==> config.mk <==
export PLATFORM = sky130hd
export DESIGN_NAME = imgproc_msg_reader
export DESIGN_NICKNAME = d
export VERILOG_FILES = /design/src/rtl/imgproc_msg_pkg.sv /design/src/rtl/msg_byte_serializer.sv /design/src/rtl/imgproc_msg_reader.sv
export SDC_FILE = /design/constraint.sdc
export NUM_CORES = 1
export LEC_CHECK = 0
export ABC_AREA = 1
export CAP_MARGIN = 20
export CORE_ASPECT_RATIO = 1.5
export CORE_MARGIN = 5
export CORE_UTILIZATION = 50
export DETAILED_ROUTE_END_ITERATION = 10
export GPL_ROUTABILITY_DRIVEN = 1
export PLACE_DENSITY = 0.79
export SLEW_MARGIN = 20
export SYNTH_ARGS = -nofsm -noshare
export SYNTH_HDL_FRONTEND = slang
export SYNTH_SLANG_ARGS = --single-unit
==> constraint.sdc <==
create_clock -name clk -period 1.8 [get_ports clk]
set_input_delay 0.18 -clock clk [delete_from_list [all_inputs] [get_ports clk]]
set_output_delay 0.18 -clock clk [all_outputs]
set_load 0.01 [all_outputs]
==> src/rtl/imgproc_msg_pkg.sv <==
// Shared constants and types for the image-processor message reader.
//  - CSR word addresses and the FLUSH control bit in STATUS
//  - Default message ID ("RBB") and packet sync byte
//  - Reader FSM state type and output packet length
//  - xor_bytes(): XOR-reduction of the 8 payload bytes (packet checksum)
package imgproc_msg_pkg;

  localparam logic [2:0]  ADDR_STATUS   = 3'd0;
  localparam logic [2:0]  ADDR_READ_MSG = 3'd1;
  localparam int unsigned FLUSH_BIT     = 4;

  localparam logic [31:0] MSG_ID    = 32'h0052_4242;
  localparam logic [7:0]  SYNC_BYTE = 8'hA5;
  localparam int unsigned PKT_BYTES = 10;

  typedef enum logic [3:0] {
    StIdle,
    StRdStat,
    StWaitStat,
    StRdId,
    StWaitId,
    StRdW1,
    StWaitW1,
    StRdW2,
    StWaitW2,
    StEmit,
    StFlush
  } state_e;

  function automatic logic [7:0] xor_bytes(input logic [63:0] data);
    logic [7:0] acc;
    acc = '0;
    for (int i = 0; i < 8; i++) begin
      acc ^= data[8*i +: 8];
    end
    return acc;
  endfunction

endpackage

==> src/rtl/msg_byte_serializer.sv <==
// Turns two captured message words into a framed byte stream:
//   SYNC_BYTE, w1[31:24] .. w1[7:0], w2[31:24] .. w2[7:0], XOR of the 8 payload bytes.
// Ports:
//   clk, reset_n    clock, synchronous active-low reset
//   load            1-cycle pulse: capture w1/w2 and start a packet (ignored mid-packet by design
//                   of the caller, which only loads when idle)
//   w1, w2          message payload words
//   tx_data/valid   byte stream out; tx_data held while tx_valid & ~tx_ready
//   tx_ready        downstream accept
//   done            1-cycle pulse coincident with acceptance of the last byte
module msg_byte_serializer #(
  parameter logic [7:0] SYNC_BYTE = 8'hA5
) (
  input  logic        clk,
  input  logic        reset_n,
  input  logic        load,
  input  logic [31:0] w1,
  input  logic [31:0] w2,
  output logic [7:0]  tx_data,
  output logic        tx_valid,
  input  logic        tx_ready,
  output logic        done
);
  import imgproc_msg_pkg::*;

  localparam logic [3:0] LastIdx = 4'(PKT_BYTES - 1);

  logic        active_q, active_d;
  logic [3:0]  idx_q, idx_d;
  logic [63:0] shift_q, shift_d;
  logic [7:0]  csum_q, csum_d;

  always_ff @(posedge clk) begin
    if (!reset_n) begin
      active_q <= 1'b0;
      idx_q    <= '0;
      shift_q  <= '0;
      csum_q   <= '0;
    end else begin
      active_q <= active_d;
      idx_q    <= idx_d;
      shift_q  <= shift_d;
      csum_q   <= csum_d;
    end
  end

  always_comb begin
    active_d = active_q;
    idx_d    = idx_q;
    shift_d  = shift_q;
    csum_d   = csum_q;
    done     = 1'b0;
    if (load) begin
      active_d = 1'b1;
      idx_d    = '0;
      shift_d  = {w1, w2};
      csum_d   = xor_bytes({w1, w2});
    end else if (active_q && tx_ready) begin
      // Payload bytes leave from the top of the shift register.
      if (idx_q != 4'd0 && idx_q != LastIdx) begin
        shift_d = {shift_q[55:0], 8'h00};
      end
      if (idx_q == LastIdx) begin
        active_d = 1'b0;
        idx_d    = '0;
        done     = 1'b1;
      end else begin
        idx_d = idx_q + 4'd1;
      end
    end
  end

  always_comb begin
    tx_data = '0;
    if (active_q) begin
      if (idx_q == 4'd0) begin
        tx_data = SYNC_BYTE;
      end else if (idx_q == LastIdx) begin
        tx_data = csum_q;
      end else begin
        tx_data = shift_q[63:56];
      end
    end
  end

  assign tx_valid = active_q;

endmodule

==> src/rtl/imgproc_msg_reader.sv <==
// Avalon-MM initiator draining the image-processor message FIFO and forwarding each 3-word
// message ("RBB" ID, crosshair, match count) as a 10-byte packet to a UART TX byte port.
// Ports:
//   clk, reset_n          clock, synchronous active-low reset
//   enable                allow polling; deassertion lets the current packet finish
//   flush_req             1-cycle pulse requesting a FIFO flush (write FLUSH bit to STATUS)
//   m_*                   Avalon-MM initiator (fixed read latency 1, no waitrequest)
//   tx_data/valid/ready   UART TX byte handshake
//   msg_count             packets fully sent (wrapping)
//   sync_err_count        non-ID words discarded (saturating)
//   busy                  FSM not idle
module imgproc_msg_reader #(
  parameter int unsigned POLL_INTERVAL = 1000,
  parameter logic [31:0] MSG_ID        = 32'h0052_4242,
  parameter logic [7:0]  SYNC_BYTE     = 8'hA5
) (
  input  logic        clk,
  input  logic        reset_n,
  input  logic        enable,
  input  logic        flush_req,
  output logic        m_chipselect,
  output logic        m_read,
  output logic        m_write,
  output logic [2:0]  m_address,
  output logic [31:0] m_writedata,
  input  logic [31:0] m_readdata,
  output logic [7:0]  tx_data,
  output logic        tx_valid,
  input  logic        tx_ready,
  output logic [15:0] msg_count,
  output logic [15:0] sync_err_count,
  output logic        busy
);
  import imgproc_msg_pkg::*;

  localparam int unsigned      TimerW      = (POLL_INTERVAL > 1) ? $clog2(POLL_INTERVAL) : 1;
  localparam logic [TimerW-1:0] TimerReload = TimerW'(POLL_INTERVAL - 1);
  localparam logic [31:0]      FlushData   = 32'(1) << FLUSH_BIT;

  state_e            state_q, state_d;
  logic [TimerW-1:0] timer_q, timer_d;
  logic              flush_pend_q, flush_pend_d;
  logic [31:0]       w1_q, w1_d;
  logic [15:0]       msg_count_q, msg_count_d;
  logic [15:0]       sync_err_q, sync_err_d;
  logic              ser_load;
  logic              ser_done;

  always_ff @(posedge clk) begin
    if (!reset_n) begin
      state_q      <= StIdle;
      timer_q      <= '0;
      flush_pend_q <= 1'b0;
      w1_q         <= '0;
      msg_count_q  <= '0;
      sync_err_q   <= '0;
    end else begin
      state_q      <= state_d;
      timer_q      <= timer_d;
      flush_pend_q <= flush_pend_d;
      w1_q         <= w1_d;
      msg_count_q  <= msg_count_d;
      sync_err_q   <= sync_err_d;
    end
  end

  // Strobes only come from Rd*/Flush states, each of which is entered from a non-strobing
  // state, so consecutive strobes are always separated by at least one idle bus cycle.
  always_comb begin
    state_d      = state_q;
    timer_d      = timer_q;
    flush_pend_d = flush_pend_q | flush_req;
    w1_d         = w1_q;
    msg_count_d  = msg_count_q;
    sync_err_d   = sync_err_q;
    ser_load     = 1'b0;
    m_read       = 1'b0;
    m_write      = 1'b0;
    m_address    = ADDR_STATUS;
    m_writedata  = '0;

    unique case (state_q)
      StIdle: begin
        if (flush_pend_q) begin
          state_d = StFlush;
        end else if (timer_q == '0) begin
          if (enable) state_d = StRdStat;
        end else begin
          timer_d = timer_q - 1'b1;
        end
      end
      StRdStat: begin
        m_read  = 1'b1;
        state_d = StWaitStat;
      end
      StWaitStat: begin
        if (m_readdata[15:8] >= 8'd3) begin
          state_d = StRdId;
        end else begin
          timer_d = TimerReload;
          state_d = StIdle;
        end
      end
      StRdId: begin
        m_read    = 1'b1;
        m_address = ADDR_READ_MSG;
        state_d   = StWaitId;
      end
      StWaitId: begin
        if (m_readdata == MSG_ID) begin
          state_d = StRdW1;
        end else begin
          // Re-poll immediately so the hunt advances one word per poll.
          if (sync_err_q != 16'hFFFF) sync_err_d = sync_err_q + 16'd1;
          timer_d = '0;
          state_d = StIdle;
        end
      end
      StRdW1: begin
        m_read    = 1'b1;
        m_address = ADDR_READ_MSG;
        state_d   = StWaitW1;
      end
      StWaitW1: begin
        w1_d    = m_readdata;
        state_d = StRdW2;
      end
      StRdW2: begin
        m_read    = 1'b1;
        m_address = ADDR_READ_MSG;
        state_d   = StWaitW2;
      end
      StWaitW2: begin
        ser_load = 1'b1;
        state_d  = StEmit;
      end
      StEmit: begin
        if (ser_done) begin
          msg_count_d = msg_count_q + 16'd1;
          timer_d     = '0;
          state_d     = StIdle;
        end
      end
      StFlush: begin
        m_write      = 1'b1;
        m_writedata  = FlushData;
        flush_pend_d = 1'b0;
        timer_d      = TimerReload;
        state_d      = StIdle;
      end
      default: state_d = StIdle;
    endcase

    m_chipselect = m_read | m_write;
  end

  msg_byte_serializer #(
    .SYNC_BYTE(SYNC_BYTE)
  ) u_serializer (
    .clk     (clk),
    .reset_n (reset_n),
    .load    (ser_load),
    .w1      (w1_q),
    .w2      (m_readdata),
    .tx_data (tx_data),
    .tx_valid(tx_valid),
    .tx_ready(tx_ready),
    .done    (ser_done)
  );

  assign msg_count      = msg_count_q;
  assign sync_err_count = sync_err_q;
  assign busy           = (state_q != StIdle);

endmodule

==> impl_metrics.py, run 1 <==
metrics = {
    "detailed_routing": {
        "wl_mm": 24.55,
        "drc": 0,
        "ant_nets": 0,
        "dr.pass1.iters": 5,
        "vias": 8717,
        "viasPerCell": 5.354,
        "wl_per_cell_um": 15.08,
        "drt_iter0_drc": 729,
    },
    "critical_path": {
        "r2r_slack_ns": -0.01,
        "cp.arrival_ns": 1.70,
        "critical_path_class": "reg -> out",
        "endpoint": "tx_data[4]",
        "ff2ff_path_depth": 13,
        "cp-end-kind": "primary output",
        "start_kind": "flip-flop",
        "critPathLaunch": "u_serializer.idx_q[0]",
        "required_ns": 1.62,
        "r2r_start": "u_serializer.idx_q[2]",
        "rr_endpoint": "timer_q[9]",
        "path_max_fanout": 5,
    },
    "synthesis": {
        "synth_area_mm2": 0.008457,
        "synth_cells": 1248,
        "synthArstFlopShare_pct": 0,
        "postSynthAreaPerCell_um2": 6.776,
        "yosysUniqueCellTypes": 45,
        "ys.flop_type": "dfxtp_1",
        "yosys_warnings": 0,
        "synth_edf_count": 0,
        "synth_top_area_share_pct": 36.93,
        "ys_ff_latch": 156,
        "synth_area_leader_cell": "dfxtp_1",
        "yosysSeqAreaShare_pct": 36.93,
        "synth_area_leaders": "dfxtp_1, nand2_1, a21oi_1",
    },
    "floorplanning": {
        "start_util_pct": 50.67,
        "core_area_mm2": 0.01669,
        "ios": 117,
        "die_h_um": 169.3,
        "row_count": 58,
        "die_x_um": 116.2,
        "dieArea_mm2": 0.01967,
    },
    "finish": {
        "final_layout_size_suffix_gt1_share_pct": 16.78,
        "final_core_util_pct": 66.18,
        "layout_commonest_cell": "nand2_1",
        "syn_to_final_growth_pct": 30.63,
        "n_antenna_cell": 0,
        "final_cell_mix": "nand2_1, dfxtp_1, inv_1",
        "nets": 1446,
        "finalNonFillerCells": 1628,
    },
    "clock_network": {
        "cts_tree": "yes",
        "cts_root_buf": "clkbuf_16",
        "cts_made_buffers": 17,
        "cts.sinks": 156,
        "cts_buffer_depth": 2,
        "cts_hold_buf": 0,
        "clk_pin_slew_ns": 0.07,
        "htreeDepth": 4,
        "clock_latency_ns": 0.43,
    },
    "outcome": {
        "status": "complete, but fails checks",
        "violations": "setup timing",
    },
    "timing": {
        "final_hold_viol_count": 0,
        "clock_skew_ns": 0.01010,
        "setup_viol": 6,
        "period_minus_slack_ns": 1.882,
        "whs_ns": 0.1981,
        "rsz0062_at_grt": "yes",
        "drv_slew": 0,
        "period_share_pct": 104.5,
        "fmax_ghz": 0.5315,
        "finalWorstSetupSlack_ns": -0.08157,
    },
    "job": {
        "max_cap_viol_count": 0,
    },
    "power_and_ir_drop": {
        "finalPower_mw": 12.61,
        "p_per_area_mw_per_mm2": 1141,
        "p_leak_nw": 4.528,
        "ir_drop_v": 0.0005861,
    },
    "placement": {
        "place_inst": 1577,
        "place.gp.congestion": 0.9267,
        "dp.final_hpwl_mm": 16.72,
        "portBuffers": 83,
    },
    "global_routing": {
        "grt_pass1_vias": 8368,
        "grt_start_max_net_pins": 66,
        "grt.total_usage_pct": 24.32,
        "grt_pass1_wl_mm": 38.67,
        "antenna_found_initial": 0,
        "grt.overflow.total": 0,
    },
    "min_path": {
        "holdCritPathClass": "in -> reg",
    },
}
[flip-flops by register name, indices dropped and copies added, names as in the netlist, 4 cells and up]
signal                cells
msg_count                16
state_q                   4
sync_err_count           16
timer_q                  10
u_serializer.csum_q       8
u_serializer.idx_q        4
u_serializer.shift_q     64
w1_q                     32
[worst max-delay path, cell delays in order, from the launching register on]
cell and delay (ns):
dfxtp_4 0.39, nor4_4 0.06, buf_4 0.14, nor2_4 0.19, o21ai_2 0.10, a21oi_1 0.19, buf_2 0.19
[how the worst min path moves through the flow]
stage	startpoint	end	slack (ns)	cells past startpoint
after floorplan	m_readdata[19]	w1_q[19]	0.32	2
after global placement	u_serializer.shift_q[25]	u_serializer.shift_q[25]	0.45	2
after detailed placement	u_serializer.shift_q[27]	u_serializer.shift_q[27]	0.45	2
after CTS	reset_n	sync_err_count[3]	0.17	3
after global routing	reset_n	msg_count[8]	0.22	3
final	reset_n	sync_err_count[3]	0.20	3
[logic make-up after synthesis]
logic type                 Yosys count  synth area share (%)
adders and majority gates            4                0.5918
AOI/OAI and AO/OA                  249                 15.58
and+or+nand+nor                    557                 28.13
buffers and inverters              219                 12.31
xor gates and xnor gates            62                 6.421
DFF                                156                 36.93
other                                1               0.04434
[routing by layer]
layer / vias up / track usage [%] / share of wire (%)
met5: - / 0 / 0
met4: 0 / 14.29 / 5.3
met3: 75 / 3.425 / 6.4
met2: 390 / 43.52 / 52
met1: 3986 / 26.82 / 37
li1: 4266 / - / -
[area by class of cell]
type	instances	area, µm²
sequential	156	3148
multi-input combinational	905	4637
inverter	131	504.2
fill	1351	5644
tap	210	262.8
clock inverter	14	172.7
clock buffer	18	439.2
timing repair buffer	194	1883
[metrics by stage]
stage | area [µm²] | setup slack [ns] | setup TNS (ns)
global placement | 9980 | -0.08925 | -1.591
global route | 11050 | -0.1420 | -1.736
CTS | 10720 | -0.01690 | -0.03480
detailed placement | 9980 | -0.1343 | -2.331
finish | 11050 | -0.08157 | -0.1769
floorplan | 8577 | 0.2328 | 0
[cells in the mapped netlist, types with 2 or more instances]
cell type,count
buf_2,17
nor2_2,4
nor4_1,2
nor2_4,2
nand3_1,81
a21oi_1,108
nand2_4,3
buf_1,2
o21ai_1,28
dfxtp_1,156
o21ai_0,90
inv_1,117
inv_2,12
nand3_2,2
nor2_1,121
nor3_1,19
nand2_1,303
o21bai_1,4
xnor2_1,31
xor2_1,31
a31oi_1,8
nand4_1,11
buf_6,7
buf_4,38
clkbuf_1,24
ha_1,4
o211a_1,5
[repair_timing]
item,4_1_cts,5_1_grt
setup endpoints to repair,20,68
pin swaps,8,14
buffers inserted,11,6
endpoints found under the hold margin,0,0
cloned,0,2
resized for setup,76,67
[report_power, final]
group          internal [mW]  switching (mW)  leakage [nW]  total (mW)
combinational           1.95            2.67          2.96        4.62
clock                   2.14            1.62         0.296        3.76
sequential              3.90           0.324          1.27        4.22
total                   7.99            4.62          4.53        12.6
(Power assumes the default switching activity.)
==> run 2, diff against run 1 <==
- CORE_UTILIZATION: 50 -> 47
- PLACE_DENSITY: 0.79 -> 0.75
==> impl_metrics.py, run 2 (synthesis results as in run 1) <==
metrics = {
    "outcome": {
        "status": "finished, final reports clean",
    },
    "critical_path": {
        "critical_path_class": "reg -> out",
        "start_kind": "flip-flop",
        "rr_endpoint": "u_serializer.shift_q[63]",
        "r2r_start": "u_serializer.idx_q[2]",
        "r2r_slack_ns": 0.07,
        "cp.arrival_ns": 1.59,
        "ff2ff_path_depth": 8,
        "required_ns": 1.62,
        "cp-end-kind": "primary output",
        "path_max_fanout": 5,
    },
    "finish": {
        "syn_to_final_growth_pct": 29.04,
        "n_antenna_cell": 0,
        "fill_cells": 1603,
        "nets": 1449,
        "seqCellArea_mm2": 0.003147,
        "final_core_util_pct": 61.34,
        "regMostFlops": "u_serializer.shift_q",
        "final_cell_mix": "nand2_1, dfxtp_1, inv_1",
        "final_layout_size_suffix_gt1_share_pct": 15.21,
        "largest_registers": "u_serializer.shift_q (64), w1_q (32)",
        "layout_commonest_cell": "nand2_1",
        "multi_input_area_mm2": 0.004522,
        "largest_reg_flops": 64,
    },
    "timing": {
        "whs_ns": 0.1578,
        "final_hold_viol_count": 0,
        "clock_skew_ns": 0.008632,
        "fin_tns_setup_ns": 0,
        "rsz0062_at_grt": "yes",
        "fmax_ghz": 0.5635,
        "period_minus_slack_ns": 1.775,
        "setup_viol": 0,
        "finalWorstSetupSlack_ns": 0.02530,
        "period_share_pct": 98.59,
        "drv_slew": 0,
    },
    "clock_network": {
        "clk_pin_slew_ns": 0.07,
        "cts_made_buffers": 17,
        "cts_root_buf": "clkbuf_16",
        "cts.sinks": 156,
        "clock_latency_ns": 0.43,
        "cts_tree": "yes",
        "cts_buffer_depth": 2,
        "htreeDepth": 4,
    },
    "job": {
        "max_cap_viol_count": 0,
    },
    "detailed_routing": {
        "wl_per_cell_um": 15.05,
        "ant_nets": 0,
        "drt_iter0_drc": 730,
        "vias": 8631,
        "drc": 0,
        "viasPerCell": 5.272,
        "wl_mm": 24.63,
        "dr.pass1.iters": 5,
    },
    "global_routing": {
        "grt_start_max_net_pins": 45,
        "grt.overflow.total": 0,
        "grt.total_usage_pct": 22.82,
        "grt_pass1_vias": 8113,
        "antenna_found_initial": 0,
        "grt_pass1_wl_mm": 38.64,
    },
    "min_path": {
        "min_from": "reset_n",
        "hold_path_depth": 3,
        "hold_path_end": "timer_q[0]",
        "holdCritPathClass": "in -> reg",
    },
    "placement": {
        "dp.final_hpwl_mm": 17.42,
        "pre_cts_slack_ns": -0.2413,
        "portBuffers": 83,
        "place.gp.congestion": 0.9194,
    },
    "floorplanning": {
        "row_count": 60,
        "core_area_mm2": 0.01779,
        "die_x_um": 119.5,
        "ios": 117,
        "die_h_um": 174.3,
        "dieArea_mm2": 0.02083,
        "start_util_pct": 47.53,
    },
    "power_and_ir_drop": {
        "finalPower_mw": 12.35,
        "ir_drop_v": 0.0005731,
        "p_per_area_mw_per_mm2": 1132,
        "p_leak_nw": 4.525,
    },
}
[run 2: cell types whose count changed in the layout (fill, tap and decap cells not counted), sizes merged]
cell           change
clkdlybuf4s15      +2
nor2               +1
clkinv             +5
bufinv             -1
dlygate4sd2        -3
clkbuf             +2
buf                +1
inv                -3
clkinvlp           -2
[run 2: metal layers]
| metal | GRT usage, % | vias up | share of wire, % | routed length (µm) |
|---|---|---|---|---|
| li1 | - | 4272 | - | - |
| met1 | 25.14 | 3957 | 38 | 9439 |
| met2 | 41.79 | 329 | 51 | 12590 |
| met3 | 3.906 | 73 | 5.9 | 1453 |
| met4 | 11.23 | 0 | 4.7 | 1154 |
| met5 | 0 | - | 0 | 0 |
[run 2: final cells by class]
cell class	count	share of cell area, %
Multi-Input combinational cell	906	41.44
Clock inverter	13	1.227
Timing Repair Buffer	196	17.32
Clock buffer	18	4.024
Sequential cell	156	28.84
Tap cell	217	2.488
Inverter	131	4.666
[run 2: repair_timing]
| action | 4_1_cts | 5_1_grt |
|---|---|---|
| setup buffers | 8 | 5 |
| pin swaps | 3 | 6 |
| gates cloned | 2 | 3 |
| hold buffers | 0 | 0 |
| endpoints found under the setup margin | 44 | 50 |
| gates resized for setup | 69 | 32 |
[run 2: critical path: stages, from the launching register on]
cell and delay [ns]:
dfxtp_4 0.36, inv_2 0.06, nand2_4 0.08, nor2_8 0.14
buf_6 0.13, nand2_1 0.05, nand2_1 0.10, o21ai_1 0.08
inv_1 0.07, buf_6 0.10
[run 2: worst max path at each step]
stage                                      from                  to  slack [ns]  cells past startpoint
after floorplan               sync_err_count[0]  sync_err_count[14]        0.23                      8
after global routing      u_serializer.idx_q[2]          tx_data[0]       -0.06                      9
after detailed placement          m_readdata[6]  sync_err_count[12]       -0.24                     12
final                     u_serializer.idx_q[2]          tx_data[0]        0.03                      9
after global placement            m_readdata[6]  sync_err_count[15]       -0.22                     12
after CTS                 u_serializer.idx_q[2]          tx_data[6]       -0.02                      7
[run 2: power by group]
part | internal [mW] | total, mW | switching, mW
Clock | 1.97 | 3.51 | 1.54
Combinational | 1.93 | 4.63 | 2.70
Sequential | 3.90 | 4.21 | 0.310
[run 2: stage by stage]
step | area (µm²) | instances
after global placement | 10030 | 1589
after CTS | 10720 | 1630
final | 10910 | 1637
after detailed placement | 10030 | 1589
after floorplan | 8577 | 1280
after global routing | 10910 | 1637
==> run 3, diff against run 2 <==
- CAP_MARGIN: 20 -> unset
==> results of run 3 <==
The final DEF is identical to that of run 2; final timing and power are the same.
